### src/rtl/proc_ctrl_pkg.sv
// Shared definitions for the frame controller: FSM encoding, register map,
// register bit positions, mode codes and small helper functions.
package proc_ctrl_pkg;

  // Controller states; the encoding is visible to software in STATUS[6:4]
  typedef enum logic [2:0] {
    ST_IDLE  = 3'd0,
    ST_ARM   = 3'd1,
    ST_RUN   = 3'd2,
    ST_DRAIN = 3'd3,
    ST_DONE  = 3'd4
  } ctrlState_e;

  // Pixel processor operating modes; code 3 behaves like a pass-through frame
  typedef enum logic [1:0] {
    MODE_BYPASS = 2'd0,
    MODE_INVERT = 2'd1,
    MODE_CONV   = 2'd2,
    MODE_RSVD   = 2'd3
  } procMode_e;

  // Register byte offsets
  localparam logic [7:0] ADDR_CTRL   = 8'h00;
  localparam logic [7:0] ADDR_MODE   = 8'h04;
  localparam logic [7:0] ADDR_KERN0  = 8'h08;
  localparam logic [7:0] ADDR_KERN1  = 8'h0C;
  localparam logic [7:0] ADDR_KERN2  = 8'h10;
  localparam logic [7:0] ADDR_STATUS = 8'h14;
  localparam logic [7:0] ADDR_INCNT  = 8'h18;
  localparam logic [7:0] ADDR_OUTCNT = 8'h1C;

  // CTRL bit positions
  localparam int CTRL_START_BIT = 0;
  localparam int CTRL_ABORT_BIT = 1;
  localparam int CTRL_IRQEN_BIT = 2;

  // STATUS bit positions
  localparam int STAT_BUSY_BIT  = 0;
  localparam int STAT_DONE_BIT  = 1;
  localparam int STAT_ERR_BIT   = 2;
  localparam int STAT_STATE_LSB = 4;

  // Pixel counter width
  localparam int CNT_W = 21;

  // Kernel reset value: every coefficient byte is 1
  localparam logic [71:0] KERNEL_RESET = {9{8'h01}};

  // Number of output pixels a frame is expected to produce in a given mode.
  // Convolution loses its warm-up pixels, clamped at zero.
  function automatic logic [CNT_W-1:0] expectedOutCount(input logic [1:0] mode,
                                                        input int framePixels,
                                                        input int warmup);
    int count;
    if (mode == MODE_CONV) begin
      count = (framePixels > warmup) ? (framePixels - warmup) : 0;
    end else begin
      count = framePixels;
    end
    return CNT_W'(count);
  endfunction

  // Merge a bus write into an existing word, byte lane by byte lane
  function automatic logic [31:0] applyStrobes(input logic [31:0] oldWord,
                                               input logic [31:0] newWord,
                                               input logic [3:0]  strb);
    logic [31:0] result;
    result = oldWord;
    for (int b = 0; b < 4; b++) begin
      if (strb[b]) begin
        result[8*b +: 8] = newWord[8*b +: 8];
      end
    end
    return result;
  endfunction

endpackage

### src/rtl/proc_ctrl_if.sv
// Memory-mapped register bus between the CPU and the frame controller.
interface proc_ctrl_if;

  logic        iomem_valid;
  logic        iomem_ready;
  logic [7:0]  iomem_addr;
  logic [3:0]  iomem_wstrb;
  logic [31:0] iomem_wdata;
  logic [31:0] iomem_rdata;

  // CPU side issues requests and receives the acknowledge and read data
  modport master (
    output iomem_valid,
    output iomem_addr,
    output iomem_wstrb,
    output iomem_wdata,
    input  iomem_ready,
    input  iomem_rdata
  );

  // Controller side answers requests
  modport slave (
    input  iomem_valid,
    input  iomem_addr,
    input  iomem_wstrb,
    input  iomem_wdata,
    output iomem_ready,
    output iomem_rdata
  );

endinterface

### src/rtl/proc_ctrl_regs.sv
// Register file of the frame controller: bus decode and acknowledge, the
// shadow MODE/kernel registers, IRQ enable, sticky DONE/ERR flags and the
// registered interrupt line.
module proc_ctrl_regs
  import proc_ctrl_pkg::*;
(
  input  logic             clk,
  input  logic             rst,
  proc_ctrl_if.slave       bus,
  input  logic             busy_i,
  input  logic [2:0]       state_i,
  input  logic [CNT_W-1:0] inCount_i,
  input  logic [CNT_W-1:0] outCount_i,
  input  logic             doneSet_i,
  input  logic             errSet_i,
  output logic             startPulse_o,
  output logic             abortPulse_o,
  output logic [1:0]       shadowMode_o,
  output logic [71:0]      shadowKernel_o,
  output logic             irq_o
);

  logic        ready_q;
  logic [31:0] rdata_q;
  logic        irqEn_q, irqEn_d;
  logic [1:0]  mode_q, mode_d;
  logic [71:0] kernel_q, kernel_d;
  logic        done_q, done_d;
  logic        err_q, err_d;
  logic        irq_q;
  logic        wrEn;
  logic        accept;
  logic [31:0] readData;

  // Decode writes; hardware flag sets are applied last so they beat a clear
  always_comb begin
    accept       = bus.iomem_valid && !ready_q;
    wrEn         = bus.iomem_valid && ready_q && (bus.iomem_wstrb != 4'b0000);
    irqEn_d      = irqEn_q;
    mode_d       = mode_q;
    kernel_d     = kernel_q;
    done_d       = done_q;
    err_d        = err_q;
    startPulse_o = 1'b0;
    abortPulse_o = 1'b0;
    if (wrEn) begin
      case (bus.iomem_addr)
        ADDR_CTRL: begin
          if (bus.iomem_wstrb[0]) begin
            startPulse_o = bus.iomem_wdata[CTRL_START_BIT];
            abortPulse_o = bus.iomem_wdata[CTRL_ABORT_BIT];
            irqEn_d      = bus.iomem_wdata[CTRL_IRQEN_BIT];
          end
        end
        ADDR_MODE: begin
          if (bus.iomem_wstrb[0]) begin
            mode_d = bus.iomem_wdata[1:0];
          end
        end
        ADDR_KERN0: kernel_d[31:0]  = applyStrobes(kernel_q[31:0], bus.iomem_wdata, bus.iomem_wstrb);
        ADDR_KERN1: kernel_d[63:32] = applyStrobes(kernel_q[63:32], bus.iomem_wdata, bus.iomem_wstrb);
        ADDR_KERN2: begin
          if (bus.iomem_wstrb[0]) begin
            kernel_d[71:64] = bus.iomem_wdata[7:0];
          end
        end
        ADDR_STATUS: begin
          if (bus.iomem_wstrb[0]) begin
            if (bus.iomem_wdata[STAT_DONE_BIT]) done_d = 1'b0;
            if (bus.iomem_wdata[STAT_ERR_BIT])  err_d  = 1'b0;
          end
        end
        default: ;
      endcase
    end
    if (doneSet_i) done_d = 1'b1;
    if (errSet_i)  err_d  = 1'b1;
  end

  // Read multiplexer; unmapped offsets read as zero
  always_comb begin
    readData = '0;
    case (bus.iomem_addr)
      ADDR_CTRL:   readData[CTRL_IRQEN_BIT] = irqEn_q;
      ADDR_MODE:   readData[1:0] = mode_q;
      ADDR_KERN0:  readData = kernel_q[31:0];
      ADDR_KERN1:  readData = kernel_q[63:32];
      ADDR_KERN2:  readData[7:0] = kernel_q[71:64];
      ADDR_STATUS: begin
        readData[STAT_BUSY_BIT]          = busy_i;
        readData[STAT_DONE_BIT]          = done_q;
        readData[STAT_ERR_BIT]           = err_q;
        readData[STAT_STATE_LSB +: 3]    = state_i;
      end
      ADDR_INCNT:  readData[CNT_W-1:0] = inCount_i;
      ADDR_OUTCNT: readData[CNT_W-1:0] = outCount_i;
      default: ;
    endcase
  end

  // One-cycle acknowledge with read data, register state and interrupt
  always_ff @(posedge clk) begin
    if (rst) begin
      ready_q  <= 1'b0;
      rdata_q  <= '0;
      irqEn_q  <= 1'b0;
      mode_q   <= 2'b00;
      kernel_q <= KERNEL_RESET;
      done_q   <= 1'b0;
      err_q    <= 1'b0;
      irq_q    <= 1'b0;
    end else begin
      ready_q  <= accept;
      rdata_q  <= accept ? readData : 32'h0;
      irqEn_q  <= irqEn_d;
      mode_q   <= mode_d;
      kernel_q <= kernel_d;
      done_q   <= done_d;
      err_q    <= err_d;
      irq_q    <= irqEn_q && (done_q || err_q);
    end
  end

  assign bus.iomem_ready = ready_q;
  assign bus.iomem_rdata = rdata_q;
  assign shadowMode_o    = mode_q;
  assign shadowKernel_o  = kernel_q;
  assign irq_o           = irq_q;

endmodule

### src/rtl/proc_ctrl.sv
// Frame controller: sequences one frame of pixels from the input FIFO into
// the pixel processor, counts pixels in and out, and reports completion,
// stalls and aborts through the register block.
module proc_ctrl
  import proc_ctrl_pkg::*;
#(
  parameter int FRAME_PIXELS = 1024,
  parameter int WARMUP       = 2051,
  parameter int TIMEOUT      = 4096,
  parameter int DRAIN_IDLE   = 16
) (
  input  logic        clk,
  input  logic        rst,
  proc_ctrl_if.slave  bus,
  input  logic        src_valid,
  output logic        src_rd,
  output logic        proc_valid,
  input  logic        proc_ready,
  output logic [1:0]  proc_mode,
  output logic [71:0] proc_kernel,
  input  logic        out_valid,
  output logic        irq
);

  localparam int STALL_W = $clog2(TIMEOUT + 1);
  localparam int IDLE_W  = $clog2(DRAIN_IDLE + 1);
  localparam logic [CNT_W-1:0]   FRAME_CNT  = CNT_W'(FRAME_PIXELS);
  localparam logic [CNT_W-1:0]   LAST_CNT   = CNT_W'(FRAME_PIXELS - 1);
  localparam logic [STALL_W-1:0] STALL_LAST = STALL_W'(TIMEOUT - 1);
  localparam logic [IDLE_W-1:0]  IDLE_LAST  = IDLE_W'(DRAIN_IDLE - 1);

  ctrlState_e         state_q, state_d;
  logic               armCnt_q, armCnt_d;
  logic [CNT_W-1:0]   inCount_q, inCount_d;
  logic [CNT_W-1:0]   outCount_q, outCount_d;
  logic [STALL_W-1:0] stallCnt_q, stallCnt_d;
  logic [IDLE_W-1:0]  idleCnt_q, idleCnt_d;
  logic [1:0]         activeMode_q, activeMode_d;
  logic [71:0]        activeKernel_q, activeKernel_d;
  logic [CNT_W-1:0]   expCount;
  logic               xfer, busy, doneSet, errSet;
  logic               lastPixel, stallExpired, drainComplete;
  logic               startPulse, abortPulse;
  logic [1:0]         shadowMode;
  logic [71:0]        shadowKernel;

  proc_ctrl_regs u_regs (
    .clk            (clk),
    .rst            (rst),
    .bus            (bus),
    .busy_i         (busy),
    .state_i        (state_q),
    .inCount_i      (inCount_q),
    .outCount_i     (outCount_q),
    .doneSet_i      (doneSet),
    .errSet_i       (errSet),
    .startPulse_o   (startPulse),
    .abortPulse_o   (abortPulse),
    .shadowMode_o   (shadowMode),
    .shadowKernel_o (shadowKernel),
    .irq_o          (irq)
  );

  assign expCount = expectedOutCount(activeMode_q, FRAME_PIXELS, WARMUP);

  // Frame progress conditions that steer the FSM. A mode that expects no
  // output pixels at all can only finish through the drain idle limit.
  always_comb begin
    xfer          = (state_q == ST_RUN) && src_valid && proc_ready && (inCount_q < FRAME_CNT);
    lastPixel     = (xfer && (inCount_q == LAST_CNT)) || (inCount_q >= FRAME_CNT);
    stallExpired  = !xfer && (stallCnt_q == STALL_LAST);
    drainComplete = ((expCount != '0) && (outCount_q == expCount)) ||
                    (!out_valid && (idleCnt_q == IDLE_LAST));
  end

  // State register
  always_ff @(posedge clk) begin
    if (rst) begin
      state_q <= ST_IDLE;
    end else begin
      state_q <= state_d;
    end
  end

  // Next-state logic; an abort overrides every other transition
  always_comb begin
    state_d = state_q;
    if (abortPulse && (state_q != ST_IDLE)) begin
      state_d = ST_IDLE;
    end else begin
      case (state_q)
        ST_IDLE:  if (startPulse) state_d = ST_ARM;
        ST_ARM:   if (armCnt_q) state_d = ST_RUN;
        ST_RUN: begin
          if (stallExpired)   state_d = ST_IDLE;
          else if (lastPixel) state_d = ST_DRAIN;
        end
        ST_DRAIN: if (drainComplete) state_d = ST_DONE;
        ST_DONE:  state_d = ST_IDLE;
        default:  state_d = ST_IDLE;
      endcase
    end
  end

  // FSM outputs: pixel handshake, busy and the flag-set strobes
  always_comb begin
    proc_valid = xfer;
    src_rd     = xfer;
    busy       = (state_q != ST_IDLE);
    doneSet    = (state_q == ST_DONE) && !abortPulse;
    errSet     = (state_q == ST_RUN) && stallExpired && !abortPulse;
  end

  // Counters and the active configuration latched at frame start
  always_comb begin
    inCount_d      = inCount_q;
    outCount_d     = outCount_q;
    activeMode_d   = activeMode_q;
    activeKernel_d = activeKernel_q;
    if ((state_q == ST_IDLE) && startPulse) begin
      inCount_d      = '0;
      outCount_d     = '0;
      activeMode_d   = shadowMode;
      activeKernel_d = shadowKernel;
    end
    if (xfer) begin
      inCount_d = inCount_q + CNT_W'(1);
    end
    if (((state_q == ST_RUN) || (state_q == ST_DRAIN)) && out_valid && (outCount_q != '1)) begin
      outCount_d = outCount_q + CNT_W'(1);
    end
    stallCnt_d = ((state_q == ST_RUN) && !xfer) ? stallCnt_q + STALL_W'(1) : '0;
    idleCnt_d  = ((state_q == ST_DRAIN) && !out_valid) ? idleCnt_q + IDLE_W'(1) : '0;
    armCnt_d   = (state_q == ST_ARM) ? !armCnt_q : 1'b0;
  end

  // Datapath registers
  always_ff @(posedge clk) begin
    if (rst) begin
      armCnt_q       <= 1'b0;
      inCount_q      <= '0;
      outCount_q     <= '0;
      stallCnt_q     <= '0;
      idleCnt_q      <= '0;
      activeMode_q   <= 2'b00;
      activeKernel_q <= KERNEL_RESET;
    end else begin
      armCnt_q       <= armCnt_d;
      inCount_q      <= inCount_d;
      outCount_q     <= outCount_d;
      stallCnt_q     <= stallCnt_d;
      idleCnt_q      <= idleCnt_d;
      activeMode_q   <= activeMode_d;
      activeKernel_q <= activeKernel_d;
    end
  end

  assign proc_mode   = activeMode_q;
  assign proc_kernel = activeKernel_q;

endmodule

### src/flat_wrapper.sv
// flat-port wrapper written by rule: the top's interface ports become plain ports
module proc_ctrl_flat import proc_ctrl_pkg::*;
#(
  parameter int FRAME_PIXELS = 1024,
  parameter int WARMUP       = 2051,
  parameter int TIMEOUT      = 4096,
  parameter int DRAIN_IDLE   = 16
)
  (clk, rst, src_valid, src_rd, proc_valid, proc_ready, proc_mode, proc_kernel, out_valid, irq, bus_iomem_valid, bus_iomem_addr, bus_iomem_wstrb, bus_iomem_wdata, bus_iomem_ready, bus_iomem_rdata);
  proc_ctrl_if bus_i ();
  input  logic clk;
  input  logic rst;
  input  logic src_valid;
  output logic src_rd;
  output logic proc_valid;
  input  logic proc_ready;
  output logic [1:0] proc_mode;
  output logic [71:0] proc_kernel;
  input  logic out_valid;
  output logic irq;
  input wire logic [$bits(bus_i.iomem_valid)-1:0] bus_iomem_valid;
  input wire logic [$bits(bus_i.iomem_addr)-1:0] bus_iomem_addr;
  input wire logic [$bits(bus_i.iomem_wstrb)-1:0] bus_iomem_wstrb;
  input wire logic [$bits(bus_i.iomem_wdata)-1:0] bus_iomem_wdata;
  output wire logic [$bits(bus_i.iomem_ready)-1:0] bus_iomem_ready;
  output wire logic [$bits(bus_i.iomem_rdata)-1:0] bus_iomem_rdata;
  assign bus_i.iomem_valid = bus_iomem_valid;
  assign bus_i.iomem_addr = bus_iomem_addr;
  assign bus_i.iomem_wstrb = bus_iomem_wstrb;
  assign bus_i.iomem_wdata = bus_iomem_wdata;
  assign bus_iomem_ready = bus_i.iomem_ready;
  assign bus_iomem_rdata = bus_i.iomem_rdata;
  proc_ctrl #(.FRAME_PIXELS(FRAME_PIXELS), .WARMUP(WARMUP), .TIMEOUT(TIMEOUT), .DRAIN_IDLE(DRAIN_IDLE)) u_core (.clk(clk), .rst(rst), .bus(bus_i), .src_valid(src_valid), .src_rd(src_rd), .proc_valid(proc_valid), .proc_ready(proc_ready), .proc_mode(proc_mode), .proc_kernel(proc_kernel), .out_valid(out_valid), .irq(irq));
endmodule
### config.mk
export PLATFORM = sky130hd
export DESIGN_NAME = proc_ctrl_flat
export DESIGN_NICKNAME = d
export VERILOG_FILES = /design/src/rtl/proc_ctrl_pkg.sv /design/src/rtl/proc_ctrl_if.sv /design/src/rtl/proc_ctrl_regs.sv /design/src/rtl/proc_ctrl.sv /design/src/flat_wrapper.sv
export SDC_FILE = /design/constraint.sdc
export NUM_CORES = 1
export LEC_CHECK = 0
export CAP_MARGIN = 20
export CORE_MARGIN = 2
export CORE_UTILIZATION = 28
export CTS_BUF_LIST = sky130_fd_sc_hd__clkbuf_4 sky130_fd_sc_hd__clkbuf_8
export CTS_CLUSTER_SIZE = 28
export DETAILED_ROUTE_END_ITERATION = 10
export GPL_ROUTABILITY_DRIVEN = 0
export PLACE_DENSITY = 0.45
export RECOVER_POWER = 50
export SLEW_MARGIN = 10
export SYNTH_ARGS = -nofsm -noshare
export SYNTH_HDL_FRONTEND = slang
export SYNTH_HIERARCHICAL = 1
export SYNTH_SLANG_ARGS = --single-unit
### constraint.sdc
create_clock -name clk -period 3.7 [get_ports clk]
set_input_delay 0.555 -clock clk [delete_from_list [all_inputs] [get_ports clk]]
set_output_delay 0.555 -clock clk [all_outputs]
set_load 0.1 [all_outputs]
# Word level (Yosys, flattened, before mapping)
# Index checks and enable logic that the tools add are counted.
[totals] regBits=249 latchBits=0 ramBits=0 rom_bits=0 in_bits=50 output_inout_bits=110 wordCells=151 n_memories=0
[op_classes] addsub=4 mul=0 div_mod_pow=0 n_lt_le_gt_ge=2 eq_ne=21 shifts=0 n_mux=33 bitwise=4 n_reduce_logical=63
[ops] cell="$mux W21" n=3
[ops] cell="$pmux W13 S4" n=1
[ops] cell="$add A21 B1 Y21 const B" n=2
[ops] cell="$reduce_and A3 Y1" n=11
[ops] cell="$eq A8 B5 Y1 const B" n=4
[ops] cell="$pmux W11 S2" n=1
[ops] cell="$eq A21 B10 Y1 const B" n=1
[ops] cell="$eq A21 B11 Y1" n=1
[ops] cell="$ge A21 B11 Y1 const B" n=1
[ops] cell="$lt A21 B11 Y1 const B" n=1
[ops] cell="$ne A21 B21 Y1 const B" n=1
[ops] cell="$reduce_bool A21 Y1" n=1
[ops] cell="$logic_and A1 B1 Y1" n=20
[ops] cell="$reduce_bool A2 Y1" n=10
[ops] cell="$pmux W3 S6" n=1
[ops] cell="$eq A8 B4 Y1 const B" n=2
[ops] cell="$mux W1" n=16
[ops] cell="$mux W3" n=5
[ops] cell="$pmux W2 S7" n=1
[ops] cell="$add A13 B1 Y13 const B" n=1
[ops] cell="$eq A13 B12 Y1 const B" n=1
[ops] cell="$pmux W3 S4" n=1
[ops] cell="$reduce_and A4 Y1" n=3
[ops] cell="$mux W11" n=1
[ops] cell="19 further kinds" n=37

# Logic depth before layout (Yosys ltp)
# Gate-level depths: netlist of run 1.
[logic_depth] depth_word=10 mapped_depth=10 depth_no_buf=8

# Modules after synthesis
# The synthesis of run 1 kept the hierarchy.
[by_module_without_submodules] mod="proc_ctrl" n_inst=1 cells_each=673 area_per_inst_um2=5610.4 seq_area_each_um2=2762.6
[by_module_without_submodules] mod="proc_ctrl_regs" n_inst=1 cells_each=470 area_per_inst_um2=4700.8 seq_area_each_um2=2222.1

# Worst setup path after synthesis of run 1
# OpenSTA, ideal clock, no wires.
[synth_timing] kind="register to register" from="reg u_core.u_regs.ready_q, in the netlist u_core/u_regs/bus.iomem_ready" to="reg u_core.outCount_q[15]" setup_ns=0.120 arrival_time_ns=2.646 path_slack_ns=0.935 path_stages_with_launch=10 period_less_slack_ns=2.765 cell_sequence="dfxtp_1 > nand3_1 > nor2_1 > and3_1 > and2_1 > buf_2 > nor2_1 > and2_4 > buf_8 > a211o_1"
[synth_via] elab_chain_cells=5
[synth_lines] item="from (decl)" line_no="proc_ctrl_regs.sv:23" text="logic ready_q;"
[synth_lines] item="from (signal assigned)" line_no="proc_ctrl_regs.sv:113" text="ready_q <= accept;"
[synth_lines] item="$logic_and A1 B1 Y1 (2 in a row)" line_no="proc_ctrl_regs.sv:38" text="wrEn = bus.iomem_valid && ready_q && (bus.iomem_wstrb != 4'b0000);"
[synth_lines] item="$mux W1" line_no="proc_ctrl_regs.sv:46" text="if (wrEn) begin"
[synth_lines] item="net u_core.startPulse" line_no="proc_ctrl.sv:43" text="logic startPulse, abortPulse;"
[synth_lines] item="$logic_and A1 B1 Y1" line_no="proc_ctrl.sv:120" text="if ((state_q == ST_IDLE) && startPulse) begin"
[synth_lines] item="$reduce_bool A2 Y1 (no source line)"
[synth_lines] item="to (signal assigned)" line_no="proc_ctrl.sv:150" text="outCount_q <= outCount_d;"
[synth_lines] item="to (decl)" line_no="proc_ctrl.sv:35" text="logic [CNT_W-1:0] outCount_q, outCount_d;"
# The timed path passes the listed nets, and every way through them passes these cells.
# A chain may end at the register's enable or synchronous reset.

# Worst setup path after layout of run 1
[layout_timing] from="in bus_iomem_addr[5]" to="reg u_core.u_regs.kernel_q[44], in the netlist u_core/u_regs/shadowKernel_o[44]"
[layout_via] elab_chain_cells=2
[layout_lines] item="from (decl)" line_no="flat_wrapper.sv:22" text="input wire logic [$bits(bus_i.iomem_addr)-1:0] bus_iomem_addr;"
[layout_lines] item="$eq A8 B4 Y1" line_no="proc_ctrl_regs.sv:47" text="case (bus.iomem_addr)"
[layout_lines] item="$reduce_and A3 Y1 (no source line)"
[layout_lines] item="to (signal assigned)" line_no="proc_ctrl_regs.sv:117" text="kernel_q <= kernel_d;"
[layout_lines] item="to (decl)" line_no="proc_ctrl_regs.sv:27" text="logic [71:0] kernel_q, kernel_d;"
# Every way passes these cells.

==> reports/results.txt, run 1 <==
hold buffer count at CTS: 0
peak supply drop: 0.000185 V
Clock Skew: 0.0242 ns
Pint: 4.42 mW
sequential cell area fraction in the yosys report: 48.3%
Worst-Margin Slew: 1.82 ns
synth cell count leaders: dfxtp_1 (249), nand2_1 (197), nor2_1 (122)
hpwl dp: 23,700 µm
crit-path max FO: 10
yosys warns: 6
ANT nets after route: 0
Compound-Gate Fraction of Synth Area: 11.2%
total wire length: 33,800 µm
Slowest cell on crit path: nor3_1
top cell type's share of synthesized area: 48.3%
Leakage: 4.64 nW
Starting Density: 28.3%
Critical Path RT: 4.15 ns
library cell with the highest instance count after synthesis: dfxtp_1
fin nets: 1,361
Fmax: 309 MHz
library cells used by synthesis: 67
Synth Area in Adders: 0.849%
register area: 4980 µm²
final hold violations: 0
crit path DAT: 3.69 ns
Post-Synth XOR/XNOR Area: 1.61%
mux cell area share after synthesis: 9.46%
status: finished with violations
initial drt markers: 595
combinational share of power: 3.3%
Slew HR: -22.6%
Num CTS Buffers: 47
Initial DRT Pass Iterations: 5
Layout Area Growth over Synthesis: 28.8%
clock root buffer: clkbuf_8
RSZ-0062 raised after global routing: false
Net Sw Power: 1.31 mW
largest cells by area after synthesis: dfxtp_1 (48%), nand2_1 (7.2%), mux2i_1 (6.4%), a21oi_1 (5.0%), nor2_1 (4.4%)
Port-buffer cells: 159
Synth Net Count: 1,200
CTS H-tree depth: 2
flops & latches, synth: 249
Slew Limit Fails: 87
clock-pin slew on the worst setup and hold paths: 0.06 ns
Ant. Diodes: 0
Tcrit/Tclk final: 87.6%
DIE WIDTH: 196 µm
area of the mapped netlist: 10,300 µm²
die height: 196 µm
share of layout cells above drive strength 1: 10.2%
post-synth top area cell: dfxtp_1
largest net degree at the start of global routing: 80
total clock sinks: 249
first-pass GRT wire length: 52,300 µm
Post-Syn Instances: 1,143
maximum root-to-sink buffer count: 3
CTS resizes: 0
Main synth FF type: dfxtp_1
Setup Crit Path Kind: input pin to flip-flop
# Max-Cap Violations: 5
I/O Pins: 160
Placed Instance Area: 12,400 µm²
register share of total power: 46.9%
Layout fillers: 3,818
gr ovfl total: 0
clock power share: 49.8%
pwr/cell area: 431 nW/µm²
# DRC: 0
Synth Area in Simple Gates: 25.0%
largest family of logic cells by synthesized area: simple AND/OR/NAND/NOR gates
setup violators final: 0
failing checks: max-capacitance violations, max-slew violations
vias: 8,890
startpoint types: input pin
CTS tree: yes
drt wl/cell: 18.7 µm
GR Util All Layers: 17.4%
area of the multi-input gates: 4900 µm²
worst stage delay on the critical path: 1.43 ns
initial antenna violation count: 0
Avg Cell Area, Syn: 9.02 µm²
vias per std cell: 4.93
minimum clock period: 3.24 ns
setup TNS: 0 ns
Die ar.: 38,400 µm²
worst-skew pair later-pin latency: 0.58 ns
# rows: 70
Worst setup EP type: flip-flop
vias in the first global route: 8,700
Setup Buffers After CTS: 0
worst path cell trace: clkdlybuf4s50_1 > or4_1 > buf_4 > nor3_1 > mux2i_1 > nor2_1
sw frac: 22.8%
Hold Path Class: input pin to flip-flop
EDFF count, synth: 0
asr flop ratio synth: 0%
area of the core: 36,400 µm²
Final Cell Area: 13,300 µm²
-- worst paths after layout --
check / start / end / slack (ns) / cells past startpoint
worst max-delay path: bus_iomem_addr[5] / u_core/u_regs/shadowKernel_o[44] / 0.46 / 6
worst min-delay path: rst / u_core/u_regs/shadowKernel_o[21] / 0.40 / 2
worst max register to register: u_core/u_regs/bus.iomem_ready / u_core/proc_kernel[67] / 0.85 / 7
worst min register to register: u_core/armCnt_q / u_core/armCnt_q / 0.42 / 1
-- flip-flops by register name, summed over array words and instances, names as in the netlist, 3 cells and up --
signal / count
u_core/proc_kernel: 72
u_core/u_regs/shadowKernel_o: 72
u_core/u_regs/bus.iomem_rdata: 32
u_core/inCount_q: 21
u_core/outCount_q: 21
u_core/stallCnt_q: 13
u_core/idleCnt_q: 5
u_core/state_q: 3
-- through the flow --
stage	worst slack (ns)	util, %	hold WS (ns)	power [mW]	cells
floorplan	0.935	-	0.395	2.83	1143
global placement	0.529	34.0	0.407	2.93	1723
detailed placement	0.466	34.0	0.411	2.93	1723
CTS	0.649	36.7	0.366	5.82	1805
global route	0.264	36.5	0.388	5.95	1805
finish	0.459	36.5	0.400	5.73	1805
-- layout make-up --
type	instances	area share, %
Sequential cell	249	37.5
Multi-Input combinational cell	813	36.9
Timing Repair Buffer	179	13.2
Clock buffer	77	7.04
Tap cell	468	4.41
Clock inverter	5	0.490
Inverter	14	0.396
-- critical path, delay by kind of cell --
family,cells,cell delay (ns)
buffers and inverters,2,0.70
multiplexers,1,0.31
AND/OR/NAND/NOR,3,2.11
-- layer usage --
layer	global-route usage, %	vias up	part of all wire (%)
met5	0	-	0
met4	6.29	0	2.7
met3	3.47	57	5.8
met2	26.9	272	44
met1	24.1	4240	47
li1	-	4321	-
-- power by group through the flow --
stage / registers (mW) / clock network, mW / logic (mW)
detailed placement: 2.74 / 0 / 0.193
floorplan: 2.75 / 0 / 0.0824
CTS: 2.68 / 2.94 / 0.193
global route: 2.68 / 3.07 / 0.201
global placement: 2.74 / 0 / 0.193
finish: 2.68 / 2.85 / 0.187
-- cells in the final DEF, fill, tap and decap left out, drive strengths merged, types with 18 or more instances in the layout --
| master | instances |
|---|---|
| dfxtp | 249 |
| clkdlybuf4s50 | 154 |
| and2 | 18 |
| nor2 | 122 |
| and3 | 29 |
| clkbuf | 83 |
| nand2 | 197 |
| mux2i | 66 |
| a21oi | 104 |
| a22oi | 19 |
| nor3 | 35 |
| nand3 | 38 |
-- logic make-up after synthesis --
kind of cell               after synthesis
DFF                                    249
muxes                                   82
and+or+nand+nor                        520
AOI/OAI and AO/OA                      185
adders and majority gates                7
buffers and inverters                   81
xor gates and xnor gates                19
Note: power is estimated with default switching activity, not from simulation.
==> inputs of run 2 (changes only) <==
CELL_PAD_IN_SITES_DETAIL_PLACEMENT = 1   (was not set)
CELL_PAD_IN_SITES_GLOBAL_PLACEMENT = 1   (was not set)
PLACE_DENSITY = 0.56   (was 0.45)
==> reports/results.txt, run 2 (same netlist as run 1, synthesis figures left out) <==
status: finished with violations (unchanged)
failing checks: max-capacitance violations, max-slew violations (unchanged)
crit path to: u_core/inCount_q[4] (was u_core/u_regs/shadowKernel_o[44])
Leakage: 4.73 nW (was 4.64 nW)
initial antenna violation count: 0 (unchanged)
crit path DAT: 3.57 ns (was 3.69 ns)
hpwl dp: 24,800 µm (was 23,700 µm)
worst-skew pair later-pin latency: 0.57 ns (was 0.58 ns)
Worst R2R Path Depth: 9 (was 7)
reg2reg setup slack: 0.81 ns (was 0.85 ns)
Crit Reg-Reg Endpoint: u_core/inCount_q[4] (was u_core/proc_kernel[67])
die height: 196 µm (unchanged)
fin nets: 1,367 (was 1,361)
Tcrit/Tclk final: 87.1% (was 87.6%)
Slew Limit Fails: 166 (was 87)
Initial DRT Pass Iterations: 5 (unchanged)
peak supply drop: 0.000217 V (was 0.000185 V)
Setup Buffers After CTS: 0 (unchanged)
CTS H-tree depth: 2 (unchanged)
total clock sinks: 249 (unchanged)
pwr/cell area: 415 nW/µm² (was 431 nW/µm²)
I/O Pins: 160 (unchanged)
setup TNS: 0 ns (unchanged)
drt wl/cell: 19.4 µm (was 18.7 µm)
area of the core: 36,400 µm² (unchanged)
Layout fillers: 4,258 (was 3,818)
Setup Crit Path Kind: input pin to flip-flop (unchanged)
ANT nets after route: 0 (unchanged)
final hold violations: 0 (unchanged)
CTS tree: yes (unchanged)
startpoint types: input pin (unchanged)
Fmax: 310 MHz (was 309 MHz)
Final Core Density: 36.4% (was 36.5%)
# rows: 70 (unchanged)
Placed Instance Area: 12,400 µm² (about the same)
DIE WIDTH: 196 µm (unchanged)
hold buffer count at CTS: 0 (unchanged)
clock root buffer: clkbuf_8 (unchanged)
Starting Density: 28.3% (unchanged)
vias in the first global route: 9,257 (was 8,700)
maximum root-to-sink buffer count: 3 (unchanged)
largest net degree at the start of global routing: 84 (was 80)
crit-path max FO: 79 (was 10)
total power: 5.51 mW (was 5.73 mW)
GR Util All Layers: 18.2% (was 17.4%)
share of layout cells above drive strength 1: 10.5% (was 10.2%)
Slew HR: -18.2% (was -22.6%)
first-pass GRT wire length: 54,700 µm (was 52,300 µm)
clock-pin slew on the worst setup and hold paths: 0.05 ns (was 0.06 ns)
Clock Skew: 0.0246 ns (was 0.0242 ns)
Die ar.: 38,400 µm² (unchanged)
commonest non-fill, non-tap cell in the layout: dfxtp_1 (unchanged)
Critical Path RT: 4.05 ns (was 4.15 ns)
CTS resizes: 0 (unchanged)
Num CTS Buffers: 46 (was 47)
Worst setup EP type: flip-flop (unchanged)
setup violators final: 0 (unchanged)
# DRC: 0 (unchanged)
minimum clock period: 3.22 ns (was 3.24 ns)
gr ovfl total: 0 (unchanged)
# Max-Cap Violations: 2 (was 5)
initial drt markers: 467 (was 595)
Port-buffer cells: 159 (unchanged)
Worst-Margin Slew: 1.77 ns (was 1.82 ns)
total wire length: 35,100 µm (was 33,800 µm)
vias: 8,908 (was 8,890)
Critical Path Start: bus_iomem_addr[4] (was bus_iomem_addr[5])
Hold Path Class: input pin to flip-flop (unchanged)
vias per std cell: 4.94 (was 4.93)
worst reg2reg startpoint: u_core/u_regs/bus.iomem_ready (unchanged)
Ant. Diodes: 0 (unchanged)
RSZ-0062 raised after global routing: false (unchanged)
Layout Area Growth over Synthesis: 28.8% (about the same)
commonest non-fill, non-tap cells in the layout: dfxtp_1 (249), nand2_1 (197), clkdlybuf4s50_1 (142) (was dfxtp_1 (249), nand2_1 (197), clkdlybuf4s50_1 (154))
Final Cell Area: 13,300 µm² (about the same)
-- run 2: cell count changes in the layout (fill, tap and decap cells not counted), moves of 2 or more --
cell and change:
nor3_4 +4, clkbuf_4 -4, buf_4 +4, and2_0 -2
dlygate4sd3_1 +12, clkbuf_2 +2, inv_8 -2, nor3_1 -3
clkbuf_8 -2, inv_6 +2, clkdlybuf4s50_1 -12
-- run 2: worst min path at each step --
stage	slack, ns	to	from	depth (start not counted)
after global routing	0.28	u_core/proc_mode[0]	rst	2
after detailed placement	0.41	u_core/armCnt_q	u_core/armCnt_q	1
after floorplan	0.40	u_core/armCnt_q	u_core/armCnt_q	1
final	0.29	u_core/proc_mode[0]	rst	2
after CTS	0.27	u_core/outCount_q[11]	rst	2
after global placement	0.40	u_core/armCnt_q	u_core/armCnt_q	1
-- run 2: worst max-delay path, stage by stage --
cell and delay, ns:
dlygate4sd3_1 0.55, or4_4 0.55, nor2_1 0.20, and3_1 0.25
and2_2 0.17, clkbuf_4 0.81, nor2_1 0.17, o21ai_0 0.22
a21oi_1 0.08
-- run 2: final cells by class --
class | count | area [µm²] | share of cell area [%]
repair buffers | 186 | 1800 | 13.6
flip-flops and latches | 249 | 4980 | 37.5
inverters | 14 | 52.6 | 0.396
well taps | 468 | 586 | 4.41
multi-input cells | 813 | 4950 | 37.3
clock buffers | 71 | 877 | 6.61
clock inverters | 4 | 27.5 | 0.207
-- run 2: per-stage QoR --
stage | std cells | worst slack (ns) | hold WS [ns]
5_1_grt | 1805 | 0.288 | 0.275
4_1_cts | 1805 | 0.678 | 0.268
2_1_floorplan | 1143 | 0.935 | 0.395
6_report | 1805 | 0.478 | 0.293
3_3_place_gp | 1730 | 0.465 | 0.404
3_5_place_dp | 1730 | 0.410 | 0.414
-- run 2: metal layers --
metal  vias to the layer above  share of wire [%]  track usage [%]
met5                         -                  0                0
met4                         0                1.3             4.07
met3                        39                4.1             2.97
met2                       200                 46             29.6
met1                      4340                 49             25.5
li1                       4329                  -                -
-- run 2: power by group --
part / internal, mW / switching (mW)
combinational: 0.0757 / 0.122
sequential: 2.68 / 0.000346
clock: 1.49 / 1.14
total: 4.25 / 1.26
==> inputs of run 3 (changes only) <==
CAP_MARGIN = not set   (was 20)
CORE_ASPECT_RATIO = 1.75   (was not set)
==> reports/results.txt, run 3 (same netlist as run 1, synthesis figures left out) <==
Worst setup EP type: output pin (was flip-flop)
crit path DAT: 2.89 ns (was 3.57 ns)
Slew HR: -22.1% (was -18.2%)
Setup Buffers After CTS: 0 (unchanged)
# DRC: 0 (unchanged)
Final Cell Area: 13,200 µm² (was 13,300 µm²)
share of layout cells above drive strength 1: 9.70% (was 10.5%)
Final Core Density: 36.1% (was 36.4%)
clock power share: 48.1% (was 47.7%)
Leakage: 4.60 nW (was 4.73 nW)
Place WS: 0.153 ns (was 0.410 ns)
gr ovfl total: 0 (unchanged)
sw frac: 22.7% (was 22.8%)
Num CTS Buffers: 41 (was 46)
reg2reg setup slack: 0.43 ns (was 0.81 ns)
# Max-Cap Violations: 3 (was 2)
Worst-Margin Slew: 1.83 ns (was 1.77 ns)
failing checks: max-capacitance violations, max-slew violations (unchanged)
hpwl dp: 26,500 µm (was 24,800 µm)
peak supply drop: 0.000221 V (was 0.000217 V)
total wire length: 36,100 µm (was 35,100 µm)
Hold Path Class: input pin to flip-flop (unchanged)
final setup margin: 0.259 ns (was 0.478 ns)
minimum clock period: 3.44 ns (was 3.22 ns)
final hold violations: 0 (unchanged)
ANT nets after route: 0 (unchanged)
Starting Density: 28.2% (was 28.3%)
area of the core: 36,500 µm² (was 36,400 µm²)
first-pass GRT wire length: 55,500 µm (was 54,700 µm)
commonest non-fill, non-tap cell in the layout: dfxtp_1 (unchanged)
clock root buffer: clkbuf_8 (unchanged)
Port-buffer cells: 159 (unchanged)
clock-pin slew on the worst setup and hold paths: 0.06 ns (was 0.05 ns)
CTS resizes: 0 (unchanged)
startpoint types: input pin (unchanged)
hold buffer count at CTS: 0 (unchanged)
Post-Layout Cell Count: 1,808 (was 1,805)
worst-skew pair later-pin latency: 0.57 ns (about the same)
die height: 258 µm (was 196 µm)
vias per std cell: 4.91 (was 4.94)
drt wl/cell: 19.9 µm (was 19.4 µm)
GR Util All Layers: 18.7% (was 18.2%)
Clock Skew: 0.0391 ns (was 0.0246 ns)
Layout fillers: 4,297 (was 4,258)
Initial DRT Pass Iterations: 4 (was 5)
maximum root-to-sink buffer count: 3 (unchanged)
initial drt markers: 388 (was 467)
crit-path max FO: 9 (was 79)
DIE WIDTH: 149 µm (was 196 µm)
vias: 8,883 (was 8,908)
RSZ-0062 raised after global routing: false (unchanged)
total power: 5.53 mW (was 5.51 mW)
Placed Instance Area: 12,400 µm² (about the same)
# rows: 93 (was 70)
dpl cells: 1,733 (was 1,730)
status: finished with violations (unchanged)
commonest non-fill, non-tap cells in the layout: dfxtp_1 (249), nand2_1 (196), clkdlybuf4s50_1 (153) (was dfxtp_1 (249), nand2_1 (197), clkdlybuf4s50_1 (142))
setup violators final: 0 (unchanged)
CTS tree: yes (unchanged)
Setup Crit Path Kind: input pin to output pin (was input pin to flip-flop)
Pint: 4.28 mW (was 4.25 mW)
Layout Area Growth over Synthesis: 28.0% (was 28.8%)
total clock sinks: 249 (unchanged)
CTS H-tree depth: 2 (unchanged)
Critical Path RT: 3.14 ns (was 4.05 ns)
Net Sw Power: 1.25 mW (was 1.26 mW)
combinational share of power: 3.4% (was 3.6%)
fin nets: 1,358 (was 1,367)
setup TNS: 0 ns (unchanged)
register share of total power: 48.5% (was 48.7%)
Fmax: 291 MHz (was 310 MHz)
Slew Limit Fails: 130 (was 166)
largest net degree at the start of global routing: 87 (was 84)
Die ar.: 38,400 µm² (about the same)
vias in the first global route: 9,223 (was 9,257)
final hold slack: 0.394 ns (was 0.293 ns)
initial antenna violation count: 3 (was 0)
I/O Pins: 160 (unchanged)
pwr/cell area: 419 nW/µm² (was 415 nW/µm²)
Tcrit/Tclk final: 93.0% (was 87.1%)
run 3: power by group through the flow:
stage / clock, mW / combinational (mW) / sequential, mW
floorplan: 0 / 0.0824 / 2.75
global placement: 0 / 0.196 / 2.74
detailed placement: 0 / 0.196 / 2.74
CTS: 2.77 / 0.197 / 2.68
global route: 2.87 / 0.202 / 2.68
finish: 2.66 / 0.188 / 2.68
run 3: layer usage:
layer  up-vias  wire length [µm]  GRT usage [%]
met5         -                 0              0
met2       184             19100           34.9
li1       4316                 -              -
met3        52              1200           2.47
met1      4331             14500           21.3
met4         0              1230           7.28
run 3: worst paths after layout:
kind | start | endpoint | cells after the start
max | src_valid | src_rd | 5
min | rst | u_core/u_regs/shadowKernel_o[63] | 2
max reg2reg | u_core/outCount_q[2] | u_core/outCount_q[8] | 5
min reg2reg | u_core/idleCnt_q[0] | u_core/idleCnt_q[0] | 1
run 3: critical path, cell delays in order:
cell             delay [ns]
clkdlybuf4s50_1        0.54
nor4bb_1               0.62
nand4_1                0.54
inv_2                  0.41
buf_12                 0.22
run 3: layout make-up:
| type | count | area [µm²] | area share [%] |
|---|---|---|---|
| diodes | 3 | 7.51 | 0.0569 |
| clock buffers | 61 | 758 | 5.74 |
| clock inverters | 11 | 134 | 1.01 |
| inverters | 14 | 52.6 | 0.398 |
| multi-input cells | 813 | 4930 | 37.3 |
| flip-flops and latches | 249 | 4980 | 37.8 |
| well taps | 475 | 594 | 4.50 |
| repair buffers | 182 | 1740 | 13.2 |
